**config.mk**
```make
export PLATFORM = sky130hd
export DESIGN_NAME = pipeline_scheduler
export DESIGN_NICKNAME = d
export VERILOG_FILES = /design/src/rtl/pipeline_scheduler.sv
export SDC_FILE = /design/constraint.sdc
export NUM_CORES = 1
export LEC_CHECK = 0
export BUFFER_PORTS_ARGS = -buffer_cell sky130_fd_sc_hd__buf_2
export CAP_MARGIN = 20
export CORE_UTILIZATION = 45
export DETAILED_ROUTE_END_ITERATION = 8
export PLACE_DENSITY = 0.71
export SYNTH_ARGS = -nofsm -noshare
export SYNTH_HDL_FRONTEND = slang
export SYNTH_SLANG_ARGS = --single-unit
```
**constraint.sdc**
```tcl
create_clock -name clk -period 2.9 [get_ports clk]
set_input_delay 0.29 -clock clk [delete_from_list [all_inputs] [get_ports clk]]
set_output_delay 0.29 -clock clk [all_outputs]
set_load 0.01 [all_outputs]
```
**src/rtl/pipeline_scheduler.sv**
```systemverilog
// Hazard/stall scheduler for a 5-stage pipeline: memory-wait freeze, branch redirect
// flushes with a one-cycle IMEM-latency squash, load-use interlock and perf counters.
module pipeline_scheduler (
  input  logic        clk,
  input  logic        rst,
  input  logic        PCSel_ei,
  input  logic        memRead_ei,
  input  logic [4:0]  rd_ei,
  input  logic [4:0]  rs1_di,
  input  logic [4:0]  rs2_di,
  input  logic        rs1Used_di,
  input  logic        rs2Used_di,
  input  logic        dmemReq_mi,
  input  logic        dmemReady_i,
  output logic        stall_F_o,
  output logic        stall_D_o,
  output logic        stall_E_o,
  output logic        stall_M_o,
  output logic        bubble_W_o,
  output logic        flush_D_o,
  output logic        flush_E_o,
  output logic        memTimeout_o,
  output logic [31:0] stallCnt_o,
  output logic [31:0] flushCnt_o
);

  typedef enum logic [1:0] {RUN, REDIRECT, MEMWAIT} state_e;

  state_e      state_q, state_d;
  state_e      resume_q, resume_d;
  state_e      eff_state;
  logic [7:0]  wait_cnt_q, wait_cnt_d;
  logic        timeout_q, timeout_d;
  logic [31:0] stall_cnt_q, stall_cnt_d;
  logic [31:0] flush_cnt_q, flush_cnt_d;

  logic mem_stall;
  logic load_use;
  logic timeout_set;
  logic redirect_enter;
  logic st_f, st_d, st_e, st_m, bub_w, fl_d, fl_e;

  assign mem_stall = dmemReq_mi & ~dmemReady_i;
  assign load_use  = memRead_ei & (rd_ei != 5'd0) &
                     ((rs1Used_di & (rs1_di == rd_ei)) | (rs2Used_di & (rs2_di == rd_ei)));

  always_comb begin
    state_d        = state_q;
    resume_d       = resume_q;
    wait_cnt_d     = wait_cnt_q;
    timeout_set    = 1'b0;
    redirect_enter = 1'b0;
    st_f           = 1'b0;
    st_d           = 1'b0;
    st_e           = 1'b0;
    st_m           = 1'b0;
    bub_w          = 1'b0;
    fl_d           = 1'b0;
    fl_e           = 1'b0;
    // The release cycle of a wait behaves as the state that was interrupted,
    // so a deferred redirect squash lands in the first unstalled cycle.
    eff_state      = (state_q == MEMWAIT) ? resume_q : state_q;

    if (mem_stall) begin
      st_f  = 1'b1;
      st_d  = 1'b1;
      st_e  = 1'b1;
      st_m  = 1'b1;
      bub_w = 1'b1;
      if (state_q != MEMWAIT) begin
        state_d    = MEMWAIT;
        resume_d   = state_q;
        wait_cnt_d = 8'd0;
      end else begin
        if (wait_cnt_q != 8'hFF) begin
          wait_cnt_d = wait_cnt_q + 8'd1;
        end
        timeout_set = (wait_cnt_q == 8'hFF);
      end
    end else if (PCSel_ei) begin
      fl_d           = 1'b1;
      fl_e           = 1'b1;
      state_d        = REDIRECT;
      redirect_enter = 1'b1;
    end else if (eff_state == REDIRECT) begin
      fl_d    = 1'b1;
      state_d = RUN;
    end else begin
      state_d = RUN;
      if (load_use) begin
        st_f = 1'b1;
        st_d = 1'b1;
        fl_e = 1'b1;
      end
    end

    timeout_d   = timeout_q | timeout_set;
    stall_cnt_d = stall_cnt_q + {31'd0, st_f};
    flush_cnt_d = flush_cnt_q + {31'd0, redirect_enter};
  end

  // Reset forces a pipeline clear and masks every other request.
  always_comb begin
    stall_F_o    = st_f & ~rst;
    stall_D_o    = st_d & ~rst;
    stall_E_o    = st_e & ~rst;
    stall_M_o    = st_m & ~rst;
    bubble_W_o   = bub_w & ~rst;
    flush_D_o    = fl_d | rst;
    flush_E_o    = fl_e | rst;
    memTimeout_o = ~rst & (timeout_q | timeout_set);
    stallCnt_o   = rst ? 32'd0 : stall_cnt_q;
    flushCnt_o   = rst ? 32'd0 : flush_cnt_q;
  end

  always_ff @(posedge clk) begin
    if (rst) begin
      state_q     <= RUN;
      resume_q    <= RUN;
      wait_cnt_q  <= 8'd0;
      timeout_q   <= 1'b0;
      stall_cnt_q <= 32'd0;
      flush_cnt_q <= 32'd0;
    end else begin
      state_q     <= state_d;
      resume_q    <= resume_d;
      wait_cnt_q  <= wait_cnt_d;
      timeout_q   <= timeout_d;
      stall_cnt_q <= stall_cnt_d;
      flush_cnt_q <= flush_cnt_d;
    end
  end

endmodule

```
==> key figures <==
Run
  – Max capacitance violation total: 0

Power and ir drop
  – Peak VDD IR: 0.0002346 V
  – Leakage Power: 2.101 nW
  – Pwr Density: 409.6 nW/um^2
  – Power Total: around 2.1 mW

Placement
  – Place WS: -223.0 ps
  – DP HPWL: 6664 um
  – PortBufs: 94
  – GP Congestion: between 0.8 and 0.9
  – Dpl cells: 694
  – Placed cell area: around 4800 um^2

Clock tree
  – H-tree lvl count: 3
  – Clk root buf: clkbuf_8
  – TritonCTS buffer count: 9
  – Clock-pin slew on the worst setup and hold paths: 80 ps
  – CTS tree: yes
  – Clock Path Buffers: 2
  – Clock latency on the worst-skew pair: 350 ps
  – CTS Sinks: 77

Route
  – DRC: 4
  – Antenna viol nets, final: 0
  – Drt wl/cell: around 13 um
  – Post-DR vias/cell: approximately 5.4
  – Total wire length: 9247 um
  – Iter 0 DRT Violations: about 110
  – Via Count: 3802
  – Drt first pass iters: 9

Layout
  – Antenna Cells: 0
  – Layout Nets: 626
  – Final Core Density: 57.55%
  – Final Instance Count excl. Fillers: slightly above 700
  – Share of cells above drive strength 1: 30.23%
  – Area grow syn2layout: 22.26%
  – Cell area after layout: slightly above 5000 um^2

STA
  – Final setup violation count: 0
  – Total negative slack: 0 ps
  – Minimum clock period: 2849 ps
  – Hold Vio Cnt, Final: 0
  – Max Clock Freq: 351.0 MHz
  – Slew Limit Headroom: 40.15%
  – Max-slew violations: 0
  – Hold Worst Slack: 386.8 ps
  – Worst Max-Slew Pin Slew: 889.6 ps
  – Final period utilization: 98.23%
  – Post-route setup slack: 51.26 ps
  – Worst Skew: between 7 and 8 ps

Floorplanning
  – Initial Util: a little under half
  – Width of the die: 98.21 um
  – Die H: 98.21 um
  – Die area: 9645 um^2
  – Rows: 34
  – I/O pin count: 95
  – Area of the core: 8848 um^2

Status
  – Outcome: complete, but fails checks
  – Failing checks: DRC

Setup path
  – Worst Path Max Fanout: 4
  – CP Launch Type: flop
  – R2R Setup Slk: 50 ps
  – CP Capture Type: flop
  – Reg2reg start: state_q[0]$_SDFFE_PP0P_
  – CP arrival: 3090 ps
  – Critical path type: flop to flop
  – Worst Reg-to-Reg Cells: 9
  – FF-to-FF End: stall_cnt_q[31]$_SDFF_PP0_
  – Req. time, crit path: between 3000 and 4000 ps

Worst hold path
  – Worst Hold Class: primary input to flop
  – Hold depth: 3
  – HP Start: PCSel_ei
  – Worst hold path endpoint: state_q[0]$_SDFFE_PP0P_

Synth
  – Register bit total from synthesis: 77
  – Synth warn: 0
  – Most frequent cell after synthesis: nor2_1
  – Post-Syn Area per Cell: 8.264 um^2
  – Top-area cell type share of the netlist area: 37.01%
  – Synthesized net count: 532
  – Top cells by area, synth: dfxtp_1, nor2b_1, mux2_2, nor2_1, xor2_1
  – Synth top cells by count: nor2_1, dfxtp_1, nor2b_1
  – Fraction of registers with async set or reset after synthesis: 0%
  – Area leader, netlist: dfxtp_1
  – Post-synthesis sequential area ratio: 37.01%
  – EDFF count, synth: 0
  – Primary FF master, synth: dfxtp_1
  – Synth cell types: 44
  – Post-synthesis cell count: 504
  – Synthesized area: 4165 um^2

Global route
  – Overflow after GRT: 0
  – Vias in the first global route: 3448
  – Largest net degree at the start of global routing: 69
  – All-Layer GR Usage: 19.63%
  – Initial antenna violation count: 0
  – First-pass GRT wire length: 15460 um
==> placed cells by master (no fill, tap or decap), types with 15 or more instances in the layout <==
cell type  count
buf_2         93
buf_4         22
dfxtp_1       74
mux2_2        30
nand2_1       20
nand3_1       21
nand4_1       17
nor2_1        79
nor2b_1       61
nor3_1        15
xnor2_1       16
xor2_1        20
==> kinds of logic after synthesis <==
family | after synthesis | synth area share, %
simple gates | 275 | 35.57
flops | 77 | 37.01
buf+inv | 45 | 4.536
xor+xnor | 36 | 7.570
compound gates | 35 | 5.468
mux | 31 | 8.351
fa+ha+maj | 5 | 1.502
==> where the power goes <==
| part | internal [mW] | total, mW | switching [mW] | leakage [nW] |
|---|---|---|---|---|
| clock network | 0.499 | 0.884 | 0.385 | 0.112 |
| logic | 0.0560 | 0.131 | 0.0752 | 1.37 |
| registers | 1.06 | 1.07 | 0.00631 | 0.622 |
==> critical path: stages (launching register included) <==
cell	delay, ps
dfxtp_2	350
nor2b_4	130
a31oi_4	160
o211ai_1	150
o31ai_2	340
ha_2	250
nand4_1	160
or4_4	560
nor4_2	290
mux2_2	350
==> final cells by class <==
cell class	count	area [um^2]
clock buffer	10	137.6
clock inverter	5	75.07
fill	831	3756
inverter	13	48.80
multi-input combinational	382	2520
sequential	77	1545
tap	108	135.1
timing repair buffer	115	630.6
==> worst max path at each step <==
stage | startpoint | slack, ps | endpoint | depth (start not counted)
floorplan | rd_ei[3] | 30 | stall_cnt_q[30]$_SDFF_PP0_ | 11
global placement | rd_ei[3] | -220 | stall_cnt_q[30]$_SDFF_PP0_ | 11
detailed placement | rd_ei[3] | -220 | stall_cnt_q[28]$_SDFF_PP0_ | 11
CTS | state_q[1]$_SDFFE_PP0P_ | 20 | stall_cnt_q[28]$_SDFF_PP0_ | 10
global route | state_q[1]$_SDFFE_PP0P_ | -10 | stall_cnt_q[31]$_SDFF_PP0_ | 9
finish | state_q[0]$_SDFFE_PP0P_ | 50 | stall_cnt_q[31]$_SDFF_PP0_ | 9
==> per-layer routing <==
metal  vias up  share of wire, %  GRT usage (%)
met5         -                 0              0
met4         0               1.8          7.807
met3        12               5.3          3.722
met2       104                47          31.96
met1      1748                46          25.67
li1       1938                 -              -
==> timing repair <==
item,in CTS,in global routing
buffers inserted,0,2
pin swaps,0,7
endpoints found under the setup margin,4,13
hold buffers,0,0
resized for setup,1,21
==> flip-flops by register name, summed over array words and instances (netlist names) <==
register     count
resume_q         2
flush_cnt_q     32
wait_cnt_q       8
stall_cnt_q     32
state_q          2
timeout_q        1
No activity file was read; power rests on OpenSTA's default activity.
